--- config.mk ---
export PLATFORM = sky130hd
export DESIGN_NAME = true_dpr
export DESIGN_NICKNAME = d
export VERILOG_FILES = /design/src/rtl/true_dpr.sv
export SDC_FILE = /design/constraint.sdc
export NUM_CORES = 2
export LEC_CHECK = 0
export BUFFER_PORTS_ARGS = -buffer_cell sky130_fd_sc_hd__buf_2
export CAP_MARGIN = 40
export CORE_ASPECT_RATIO = 1.75
export CORE_MARGIN = 1.5
export CORE_UTILIZATION = 55
export CTS_BUF_LIST = sky130_fd_sc_hd__clkbuf_4 sky130_fd_sc_hd__clkbuf_8
export DETAILED_ROUTE_END_ITERATION = 8
export PLACE_DENSITY = 0.73
export SLEW_MARGIN = 20
export SYNTH_ARGS = -nofsm -noshare
export SYNTH_HDL_FRONTEND = slang
export SYNTH_SLANG_ARGS = --single-unit
--- constraint.sdc ---
create_clock -name clk -period 2.4 [get_ports clk]
set_clock_uncertainty 0.05 [all_clocks]
set_input_delay 0.36 -clock clk [delete_from_list [all_inputs] [get_ports clk]]
set_output_delay 0.36 -clock clk [all_outputs]
set_load 0.005 [all_outputs]
--- src/rtl/true_dpr.sv ---
// true_dpr: true dual-port synchronous RAM, two independent read/write ports
// (A and B) on one clock, registered read data with one cycle of latency.
//
// Ports:
//   clk, rst_n             clock; asynchronous active-low reset (clears dout only)
//   en_a, we_a             port A enable and write enable (we qualified by en)
//   addr_a, din_a, dout_a  port A address, write data, registered read data
//   en_b, we_b             port B enable and write enable
//   addr_b, din_b, dout_b  port B address, write data, registered read data
//
// Collisions: when both ports write the same word, port A's data is stored.
// A read of a word being written by the other port returns the old contents.
module true_dpr #(
  parameter int ADDR_SIZE  = 8,
  parameter int DATA_SIZE  = 8,
  parameter int RAM_SIZE   = 1 << ADDR_SIZE,
  parameter int WRITE_MODE = 0
) (
  input  logic                 clk,
  input  logic                 rst_n,
  input  logic                 en_a,
  input  logic                 we_a,
  input  logic [ADDR_SIZE-1:0] addr_a,
  input  logic [DATA_SIZE-1:0] din_a,
  output logic [DATA_SIZE-1:0] dout_a,
  input  logic                 en_b,
  input  logic                 we_b,
  input  logic [ADDR_SIZE-1:0] addr_b,
  input  logic [DATA_SIZE-1:0] din_b,
  output logic [DATA_SIZE-1:0] dout_b
);

  // One extra bit so RAM_SIZE == 2^ADDR_SIZE is representable.
  localparam logic [ADDR_SIZE:0] RAM_SIZE_W = (ADDR_SIZE + 1)'(RAM_SIZE);

  logic [DATA_SIZE-1:0] mem [RAM_SIZE];

  logic                 in_range_a, in_range_b;
  logic                 wr_a, wr_b;
  logic [DATA_SIZE-1:0] rd_a, rd_b;
  logic [DATA_SIZE-1:0] dout_a_d, dout_a_q;
  logic [DATA_SIZE-1:0] dout_b_d, dout_b_q;

  always_comb begin
    in_range_a = ({1'b0, addr_a} < RAM_SIZE_W);
    in_range_b = ({1'b0, addr_b} < RAM_SIZE_W);
    wr_a       = en_a && we_a && in_range_a;
    wr_b       = en_b && we_b && in_range_b;
    // Array contents before this edge's writes; out-of-range reads return 0.
    rd_a       = in_range_a ? mem[addr_a] : '0;
    rd_b       = in_range_b ? mem[addr_b] : '0;
  end

  always_comb begin
    dout_a_d = dout_a_q;
    if (en_a) begin
      if (we_a && (WRITE_MODE == 0)) dout_a_d = din_a;
      else                           dout_a_d = rd_a;
    end
  end

  always_comb begin
    dout_b_d = dout_b_q;
    if (en_b) begin
      if (we_b && (WRITE_MODE == 0)) dout_b_d = din_b;
      else                           dout_b_d = rd_b;
    end
  end

  // Storage is never reset; writes are only blocked while reset is held.
  // Port B is assigned first so that port A's write wins on a shared address.
  always_ff @(posedge clk) begin
    if (rst_n) begin
      if (wr_b) mem[addr_b] <= din_b;
      if (wr_a) mem[addr_a] <= din_a;
    end
  end

  always_ff @(posedge clk or negedge rst_n) begin
    if (!rst_n) begin
      dout_a_q <= '0;
      dout_b_q <= '0;
    end else begin
      dout_a_q <= dout_a_d;
      dout_b_q <= dout_b_d;
    end
  end

  assign dout_a = dout_a_q;
  assign dout_b = dout_b_q;

endmodule

# Word level (Yosys, flattened, before mapping)
# Memories as Yosys holds them, arrays and structs flattened.
# Index checks and enable logic that the tools add are counted.
# totals
reg_bits,16
ram_bits,2048
output_inout_bits,16
elab_cells,13
mem_count,1
# mem_list
memory,depth,word_bits,rd,rd_ports_with_merged_regs,write_ports,line,text
mem,256,8,2,0,2,36,logic [DATA_SIZE-1:0] mem [RAM_SIZE];
# classes
mux,8
reduce_logical,2
# ops
operator,n
$mux W8,2
$mux W1,6
$logic_and A1 B1 Y1,2

# Logic depth before layout (Yosys ltp)
# depth
word_depth,4
ltp_mapped,10
depth_no_buf,6

# Worst setup path after synthesis
# OpenSTA, ideal clock, no wires.
# synth_timing
path_type,input-to-reg
from,input port addr_b[0]
to,memory mem[60][0] (enable)
arrival_ns,2.433
setup_slack_ns,-0.467
path_stages,8
path_buffers,5
cell_sequence,buf_6 > buf_6 > buf_2 > clkbuf_1 > nor2_1 > nand3_1 > clkbuf_1 > o21ai_0
# synth_rtl
item,line,text
from (decl),28,"input logic [ADDR_SIZE-1:0] addr_b,"
to (decl),36,

==> flow_metrics.py <==
metrics = {
    "placed_design": {
        "gp_congestion": 1.054,
        "place_ws_ns": -1.445,
        "dpl-instance-area_mm2": 0.1423,
        "dpl.hpwl_um": 337500,
        "dp.cells": 11010,
        "portBuffers": 53,
    },
    "synthesis": {
        "synth_edf_count": 2048,
        "synth_area_leaders": "edfxtp_1 51%, mux4_2 20%, mux2_2 19%, a22oi_1 2.6%, clkbuf_1 2.3%",
        "synth_nets": 7592,
        "syn_avg_cell_area_um2": 16.07,
        "synth_area_mm2": 0.1214,
        "synth_ff_type": "edfxtp_1",
        "ys_seq_elements": 2064,
        "synth_cells": 7554,
        "ys_async_sr_fraction_pct": 0.7752,
        "yosysWarnings": 0,
        "ys_top_cells_by_count": "2049 x mux2_2, 2048 x edfxtp_1, 1076 x mux4_2, 734 x clkbuf_1, 419 x a22oi_1",
        "post_synth_num_cell_types": 39,
        "synth_top_area_share_pct": 50.68,
        "yosysMostFrequentCell": "mux2_2",
        "yosysSeqAreaShare_pct": 51.01,
        "yosysTopAreaCell": "edfxtp_1",
    },
    "sta": {
        "rsz0062_at_grt": "true",
        "finalHoldViolations": 0,
        "tightest_slew_ns": 1.041,
        "period_share_pct": 120.9,
        "slew_viol_final": 0,
        "setup_violations": 16,
        "finalCriticalPeriod_ns": 2.902,
        "fmax_ghz": 0.3446,
        "setup_tns_ns": -2.787,
        "relSlewSlack_pct": 30.57,
        "fin_ws_ns": -0.5021,
    },
    "routing": {
        "post-route-drc-count": 1,
        "drt-vias-per-instance": 7.463,
        "antenna_left": 0,
        "drtIter0Drc": 10830,
        "firstDrtPassIters": 9,
        "wire_per_inst_um": 41.47,
        "vias": 86460,
        "wl_um": 480400,
    },
    "clock_network": {
        "worstSkewPairLatency_ns": 1.05,
        "clock-root-buffer": "clkbuf_8",
        "numClockSinks": 2064,
        "clk_pin_slew_ns": 0.07,
        "clockBufferDepth": 4,
        "numCtsBuffers": 319,
        "cts-htree-levels": 5,
        "cts_tree": "done",
    },
    "run_status": {
        "status": "complete, but fails checks",
        "violations": "DRC, setup timing",
    },
    "power_and_ir_drop": {
        "cellPowerDensity_mw_per_mm2": 542.2,
        "power_leakage_uw": 0.04890,
        "ir_worst_vdd_mv": 0.5315,
    },
    "setup_path": {
        "path_class": "register to register",
        "path_delay_family": "compound AO/OA/AOI/OAI gates",
        "worstPathMaxFanout": 2,
        "arrival_ns": 3.73,
        "required_ns": 3.23,
        "cp_cell_sequence": "mux4_2 -> a22oi_2 -> a21oi_4 -> o41ai_4 -> buf_4 -> and4_1 -> o221ai_2",
        "cp-start-kind": "register",
        "cp_slowest_cell": "o41ai_4",
        "path_buf_inv": 1,
        "endpoint_kind": "register",
        "cp_slowest_stage_delay_ns": 0.72,
    },
    "global_route": {
        "grt_max_degree": 85,
        "grt_pass1_wl_um": 670800,
        "grt_pass1_vias": 88740,
        "track_usage_pct": 43.05,
        "antenna_found_initial": 15,
        "grt.overflow.total": 0,
    },
    "floorplanning": {
        "io_pins": 54,
        "core_mm2": 0.2199,
        "rows": 228,
        "die-area_mm2": 0.2236,
        "die_x_um": 358.1,
        "initial_core_util_pct": 55.18,
        "die_h_um": 624.4,
    },
    "final_layout": {
        "drive_gt1_share_pct": 66.36,
        "syn_to_final_growth_pct": 23.77,
        "final_cells": 11590,
        "final_nets": 8516,
        "fin_area_mm2": 0.1502,
    },
    "job": {
        "drv_cap": 0,
    },
    "min_path": {
        "hp-class": "primary input to register",
    },
}
## state kept, by name (all words and copies together), names as in the netlist
register	count
mem	2048
dout_a	8
dout_b	8
## metal layers
layer	up-vias	global-route usage (%)	wire (um)
met5	-	0	66
li1	33270	-	-
met4	10	37.94	53270
met1	44310	48.41	146300
met2	6780	67.61	225900
met3	2099	11.21	54880
## final timing paths
kind                                       start               endpoint  slack [ns]  cells past startpoint
hold reg to reg            dout_a[0]$_DFFE_PN0P_  dout_a[0]$_DFFE_PN0P_        0.52                      2
setup reg to reg            mem[91][6]$_DFFE_PP_  dout_b[6]$_DFFE_PN0P_       -0.50                      7
min in group asynchronous                  rst_n  dout_b[1]$_DFFE_PN0P_        0.52                      4
hold / removal                          din_b[4]  mem[194][4]$_DFFE_PP_        0.05                      2
setup / recovery            mem[91][6]$_DFFE_PP_  dout_b[6]$_DFFE_PN0P_       -0.50                      7
max in group asynchronous                  rst_n  dout_a[6]$_DFFE_PN0P_        1.28                      5
## final cells by class
type	instances	area, um2
antenna	11	27.53
inverter	9	33.78
clock inverter	113	803.3
fill	14550	69740
clock buffer	429	5298
tap	2875	3597
multi-input combinational	4554	60270
sequential	2064	61900
timing repair buffer	1530	18270
## where the power goes
part | leakage (uW) | internal, uW | total [uW] | switching, uW
clock | 0.00323 | 15500 | 30300 | 14800
sequential | 0.0186 | 39700 | 39800 | 117
combinational | 0.0271 | 4940 | 11400 | 6460
total | 0.0489 | 60100 | 81400 | 21400
## per-stage QoR
stage,utilization (%),hold slack [ns],total power [uW]
floorplan,-,0.01441,46550
global placement,64.64,0.4337,50970
detailed placement,64.68,0.4390,51160
CTS,68.04,0.01581,80930
global route,68.28,0.07081,82810
finish,68.29,0.04577,81450
## layout by cell type, fill, tap and decap left out, drive strengths merged, types with 11 or more instances in the layout
| cell type | instances |
|---|---|
| a21oi | 211 |
| a22oi | 419 |
| buf | 1511 |
| bufinv | 11 |
| clkbuf | 429 |
| clkinv | 91 |
| dfrtp | 16 |
| diode | 11 |
| dlygate4sd3 | 19 |
| edfxtp | 2048 |
| inv | 11 |
| mux2 | 2049 |
| mux4 | 1076 |
| nand2 | 188 |
| nand2b | 12 |
| nand3 | 38 |
| nor2 | 168 |
| nor2b | 14 |
| o21ai | 132 |
| o22ai | 129 |
| o41ai | 52 |
## kinds of logic after synthesis
group / share of synthesized area [%]
flip-flops: 51.01
AND/OR/NAND/NOR: 1.626
AO/OA/AOI/OAI: 5.234
multiplexers: 39.03
buffers and inverters: 3.104
## repair_timing
item                                    CTS  global route
gates resized for setup                 204            90
hold buffers                             19             0
pin swaps                                65            64
setup buffers                             4             5
endpoints found under the hold margin   100             0
endpoints found under the setup margin   16            16
Power figures use the tool's default switching activity.
